--- src/rtl/bbox_frame_ctrl.sv ---
// rtl/bbox_frame_ctrl.sv - frame sequencer: clear engine, stream TOTAL bytes, latch bounding-box result
// Optional stall watchdog enabled by defining BBOX_STALL_TIMEOUT_EN.
module bbox_frame_ctrl #(
    parameter int WIDTH        = 100,
    parameter int HEIGHT       = 100,
    parameter int BPP          = 3,
    parameter int CW           = 15,
    parameter int STALL_CYCLES = 1024
) (
    input  logic          CLOCK_50,
    input  logic          reset_n,
    input  logic          start,
    input  logic          abort,
    input  logic [7:0]    s_data,
    input  logic          s_valid,
    output logic          s_ready,
    output logic          box_clr,
    output logic          box_wr_en,
    output logic [7:0]    box_byte,
    input  logic [31:0]   box_result,
    output logic [31:0]   result,
    output logic [CW-1:0] byte_count,
    output logic          busy,
    output logic          done,
    output logic          stall_err
);

    localparam int TOTAL = WIDTH * HEIGHT * BPP;

    if (TOTAL > (2 ** CW) - 1) begin : g_total_too_big
        $error("bbox_frame_ctrl: TOTAL does not fit in CW bits");
    end
    if (STALL_CYCLES < 1) begin : g_stall_bad
        $error("bbox_frame_ctrl: STALL_CYCLES must be >= 1");
    end

    typedef enum logic [2:0] {
        S_IDLE   = 3'd0,
        S_CLEAR  = 3'd1,
        S_STREAM = 3'd2,
        S_FLUSH  = 3'd3,
        S_DONE   = 3'd4
`ifdef BBOX_STALL_TIMEOUT_EN
        , S_ERR  = 3'd5
`endif
    } state_t;

    state_t        state;
    state_t        state_next;
    logic          abort_clr;
    logic          active;
    logic          abort_hit;
    logic          transfer;
    logic          last_byte;
    logic [CW-1:0] count;
    logic [31:0]   result_r;

    assign active    = (state == S_CLEAR) || (state == S_STREAM) || (state == S_FLUSH);
    assign abort_hit = abort && active;
    assign transfer  = s_valid && (state == S_STREAM);
    assign last_byte = transfer && (count == CW'(TOTAL - 1));

`ifdef BBOX_STALL_TIMEOUT_EN
    localparam int IW = $clog2(STALL_CYCLES + 1);
    logic [IW-1:0] idle_cnt;
    logic          stall_hit;

    assign stall_hit = (state == S_STREAM) && !s_valid && (idle_cnt == IW'(STALL_CYCLES - 1));

    always_ff @(posedge CLOCK_50) begin
        if (!reset_n || state != S_STREAM || s_valid) begin
            idle_cnt <= '0;
        end else begin
            idle_cnt <= idle_cnt + 1'b1;
        end
    end
`endif

    always_ff @(posedge CLOCK_50) begin
        if (!reset_n) begin
            state     <= S_IDLE;
            abort_clr <= 1'b0;
            count     <= '0;
            result_r  <= '0;
        end else begin
            state     <= state_next;
            abort_clr <= abort_hit;
            if (state == S_CLEAR) begin
                count <= '0;
            end else if (transfer && !abort) begin
                count <= count + 1'b1;
            end
            // Engine output has had a full idle cycle to settle by the end of FLUSH.
            if (state == S_FLUSH && !abort) begin
                result_r <= box_result;
            end
        end
    end

    always_comb begin
        state_next = state;
        case (state)
            S_IDLE:   if (start && !abort) state_next = S_CLEAR;
            S_CLEAR:  state_next = S_STREAM;
            S_STREAM: begin
                if (last_byte) begin
                    state_next = S_FLUSH;
                end
`ifdef BBOX_STALL_TIMEOUT_EN
                else if (stall_hit) begin
                    state_next = S_ERR;
                end
`endif
            end
            S_FLUSH:  state_next = S_DONE;
            S_DONE:   if (start && !abort) state_next = S_CLEAR;
`ifdef BBOX_STALL_TIMEOUT_EN
            S_ERR: begin
                if (abort) begin
                    state_next = S_IDLE;
                end else if (start) begin
                    state_next = S_CLEAR;
                end
            end
`endif
            default:  state_next = S_IDLE;
        endcase
        if (abort_hit) begin
            state_next = S_IDLE;
        end
    end

    assign s_ready    = (state == S_STREAM);
    assign box_wr_en  = transfer;
    assign box_byte   = s_data;
    assign box_clr    = (state == S_CLEAR) || abort_clr;
    assign busy       = active;
    assign done       = (state == S_DONE);
    assign result     = result_r;
    assign byte_count = count;
`ifdef BBOX_STALL_TIMEOUT_EN
    assign stall_err  = (state == S_ERR);
`else
    assign stall_err  = 1'b0;
`endif

endmodule

--- config.mk ---
export PLATFORM = sky130hd
export DESIGN_NAME = bbox_frame_ctrl
export DESIGN_NICKNAME = d
export VERILOG_FILES = /design/src/rtl/bbox_frame_ctrl.sv
export SDC_FILE = /design/constraint.sdc
export NUM_CORES = 1
export LEC_CHECK = 0
export BUFFER_PORTS_ARGS = -buffer_cell sky130_fd_sc_hd__buf_2
export CELL_PAD_IN_SITES_DETAIL_PLACEMENT = 1
export CELL_PAD_IN_SITES_GLOBAL_PLACEMENT = 2
export CORE_UTILIZATION = 22
export DETAILED_ROUTE_END_ITERATION = 12
export MAX_ROUTING_LAYER = met4
export PLACE_DENSITY_LB_ADDON = 0.15
export SLEW_MARGIN = 20
export SYNTH_ARGS = -nofsm -noshare
export SYNTH_HDL_FRONTEND = slang
export SYNTH_SLANG_ARGS = --single-unit
--- constraint.sdc ---
create_clock -name CLOCK_50 -period 1.97 [get_ports CLOCK_50]
set_clock_uncertainty 0.1 [all_clocks]
set_input_delay 0.2955 -clock CLOCK_50 [delete_from_list [all_inputs] [get_ports CLOCK_50]]
set_output_delay 0.2955 -clock CLOCK_50 [all_outputs]
set_load 0.02 [all_outputs]
==> impl_metrics.yaml <==
synth:
  async_flop_share: 0
  synth_area_um2: 2120
  yosys_warnings: 0
  yosysUniqueCellTypes: 34
  synthFlopType: "dfxtp_1"
  synth_seq_cells: 51
  yosys.area.top_type: "dfxtp_1"
  synth_nets: 308
  syn_inst: 262
  synth_edf_count: 0
  synth_seq_area_share: 0.483
  synth_top_cell_area_share: 0.483
  syn_area_per_cell_um2: 8.08
  synthTopCellsByArea: "dfxtp_1 48%, nand2_1 13%, a21oi_1 9.5%"
place:
  dp_cells: 479
  place_hpwl_um: 4550
  io_buffers: 88
  postPlaceCellArea_um2: 2780
  gp_congestion: 0.706
clock_network:
  cts_num_sinks: 51
  cts_hold_buf: 0
  cts_max_level: 2
  cts_buffer_depth: 2
  clock_latency_ns: 0.30
  clk_root_buffer_cell: "clkbuf_8"
  tritoncts: "done"
  path_clk_slew_ns: 0.10
  cts_buffers: 5
critical_path:
  crit_fanout: 5
  crit_chain: "or4b_4 > or3_4 > or4_1 > a21oi_2"
  crit_type: "reg -> reg"
  critPathTopFamily: "simple AND/OR/NAND/NOR gates"
  end_kind: "flip-flop"
  cp-start-kind: "flip-flop"
  critPathMaxStageDelay_ns: 0.55
  arrival_ns: 2.14
  cp.required_ns: 2.11
  worst-path-buf-inv: 0
  crit_path_top_delay_cell: "or4b_4"
detailed_routing:
  ant_nets: 0
  first_iter_violations: 45
  wl_per_cell_um: 12.9
  drc: 0
  via_per_inst: 4.32
  drtPass1Iterations: 4
  vias: 2110
  wl_um: 6290
global_routing:
  gr-total-overflow: 0
  gr-usage-met2: 0.219
  busiest_layer: "met2"
  grt_pass1_wl_um: 10300
  grtUsageMet3: 0.0299
  grtUsageTotal: 0.132
  antenna_found_initial: 0
  grt_pass1_vias: 2138
  use_met1: 0.165
  grt_max_degree: 33
die:
  die_h_um: 100
  start_util: 0.228
  coreArea_um2: 9280
  die_area_um2: 10000
  fp-row-count: 35
  die_w_um: 100
  io_pins: 106
run:
  maxCapViolCount: 0
cells_and_area:
  drive_gt1_frac: 0.370
  fillers: 1182
  fin_nets: 404
  finalInstanceArea_um2: 2890
  stdcell_count: 488
  syn_to_final_growth_pct: 36.7
  diodes: 0
timing:
  post-route-min-period_ns: 2.00
  rsz0062_at_grt: "yes"
  fin_hold_ws_ns: 0.119
  finalCritPeriodShare: 1.02
  setup_ws_ns: -0.0303
  finalHoldViolations: 0
  maxSlewViolCount: 0
  max_freq_mhz: 500
  setup_viol: 2
worst_hold_path:
  min_path_type: "in -> reg"
run_status:
  outcome: "complete, but fails checks"
  failed_checks: "setup timing"
power_and_ir_drop:
  powerDensity_nw_per_um2: 608
  power.leakage_uw: 0.00122
  ir_drop_v: 0.000240
==> where the power goes <==
part	leakage, uW	switching, uW	internal (uW)
Clock	0.0000402	370	248
Combinational	0.000765	58.4	46.1
Sequential	0.000411	1.36	1030
Total	0.00122	429	1330
==> Yosys cell counts, drive strengths merged, types with 2 or more instances <==
master / instances
a21oi: 40
and2: 2
and3: 2
buf: 11
clkbuf: 11
dfxtp: 51
inv: 4
nand2: 72
nand2b: 2
nand3: 6
nand4: 6
nor2: 14
nor3: 2
nor3b: 2
nor4: 2
nor4b: 4
o21ai: 5
o31ai: 2
or3: 5
or4: 3
xnor2: 4
xor2: 5
==> final timing paths <==
path / slack, ns / end / from / cells past startpoint
worst max-delay path: -0.03 / byte_count[11]$_SDFFE_PP0P_ / state[2]$_SDFFE_PP0P_ / 4
worst min-delay path: 0.12 / result[5]$_SDFFE_PN0P_ / box_result[5] / 3
worst max register to register: -0.03 / byte_count[11]$_SDFFE_PP0P_ / state[2]$_SDFFE_PP0P_ / 4
worst min register to register: 0.36 / result[22]$_SDFFE_PN0P_ / result[22]$_SDFFE_PN0P_ / 2
==> cell usage in the layout (no fill, tap or decap), drive strengths merged, types with 3 or more instances in the layout <==
cell | Yosys | final
o21ai | 5 | 5
inv | 4 | 4
nand3 | 6 | 6
nand2 | 72 | 72
nand4 | 6 | 6
clkbuf | 11 | 5
or3 | 5 | 5
buf | 11 | 111
nor2 | 14 | 14
xnor2 | 4 | 4
a21oi | 40 | 40
or4 | 3 | 3
dfxtp | 51 | 51
xor2 | 5 | 5
nor4b | 4 | 4
==> cells by family after synthesis <==
group | count (synthesis) | synth area share
buf+inv | 26 | 0.0692
mux | 1 | 0.00473
flops | 51 | 0.483
xor+xnor | 9 | 0.0373
other cells | 1 | 0.00177
compound gates | 47 | 0.114
fa+ha+maj | 1 | 0.00591
simple gates | 126 | 0.285
==> area by class of cell <==
class                   count  area [um2]  share of cell area
flip-flops and latches     51        1020               0.353
multi-input cells         185         980               0.339
repair buffers            111         626               0.216
well taps                 129         161              0.0558
clock buffers               5        68.8              0.0238
clock inverters             3        20.0             0.00692
inverters                   4        15.0             0.00519
==> per-layer routing <==
metal	vias up	wire [um]
li1	1056	-
met1	992	2980
met2	60	2980
met3	2	331
met4	0	2
met5	-	0
==> repair_timing <==
action	CTS	global route
resized for setup	0	4
buffers inserted	1	0
gates cloned	0	0
pin swaps	2	1
endpoints found under the setup margin	2	4
==> registers in the layout (all words and copies together), names as in the netlist <==
name	flops
abort_clr	1
byte_count	15
result	32
state	3
==> metrics by stage <==
step / worst slack (ns) / setup TNS (ns) / util / total power (uW)
2_1_floorplan: -0.115 / -0.350 / - / 1130
3_3_place_gp: -0.111 / -0.297 / 0.299 / 1160
3_5_place_dp: -0.139 / -0.379 / 0.299 / 1160
4_1_cts: -0.0309 / -0.0560 / 0.309 / 1800
5_1_grt: -0.0727 / -0.143 / 0.311 / 1850
6_report: -0.0303 / -0.0438 / 0.311 / 1760
==> tightest hold or removal path, stage by stage <==
cell     delay (ns)
buf_2          0.10
nand2_1        0.04
a21oi_1        0.05
No activity file was read; power rests on OpenSTA's default activity.
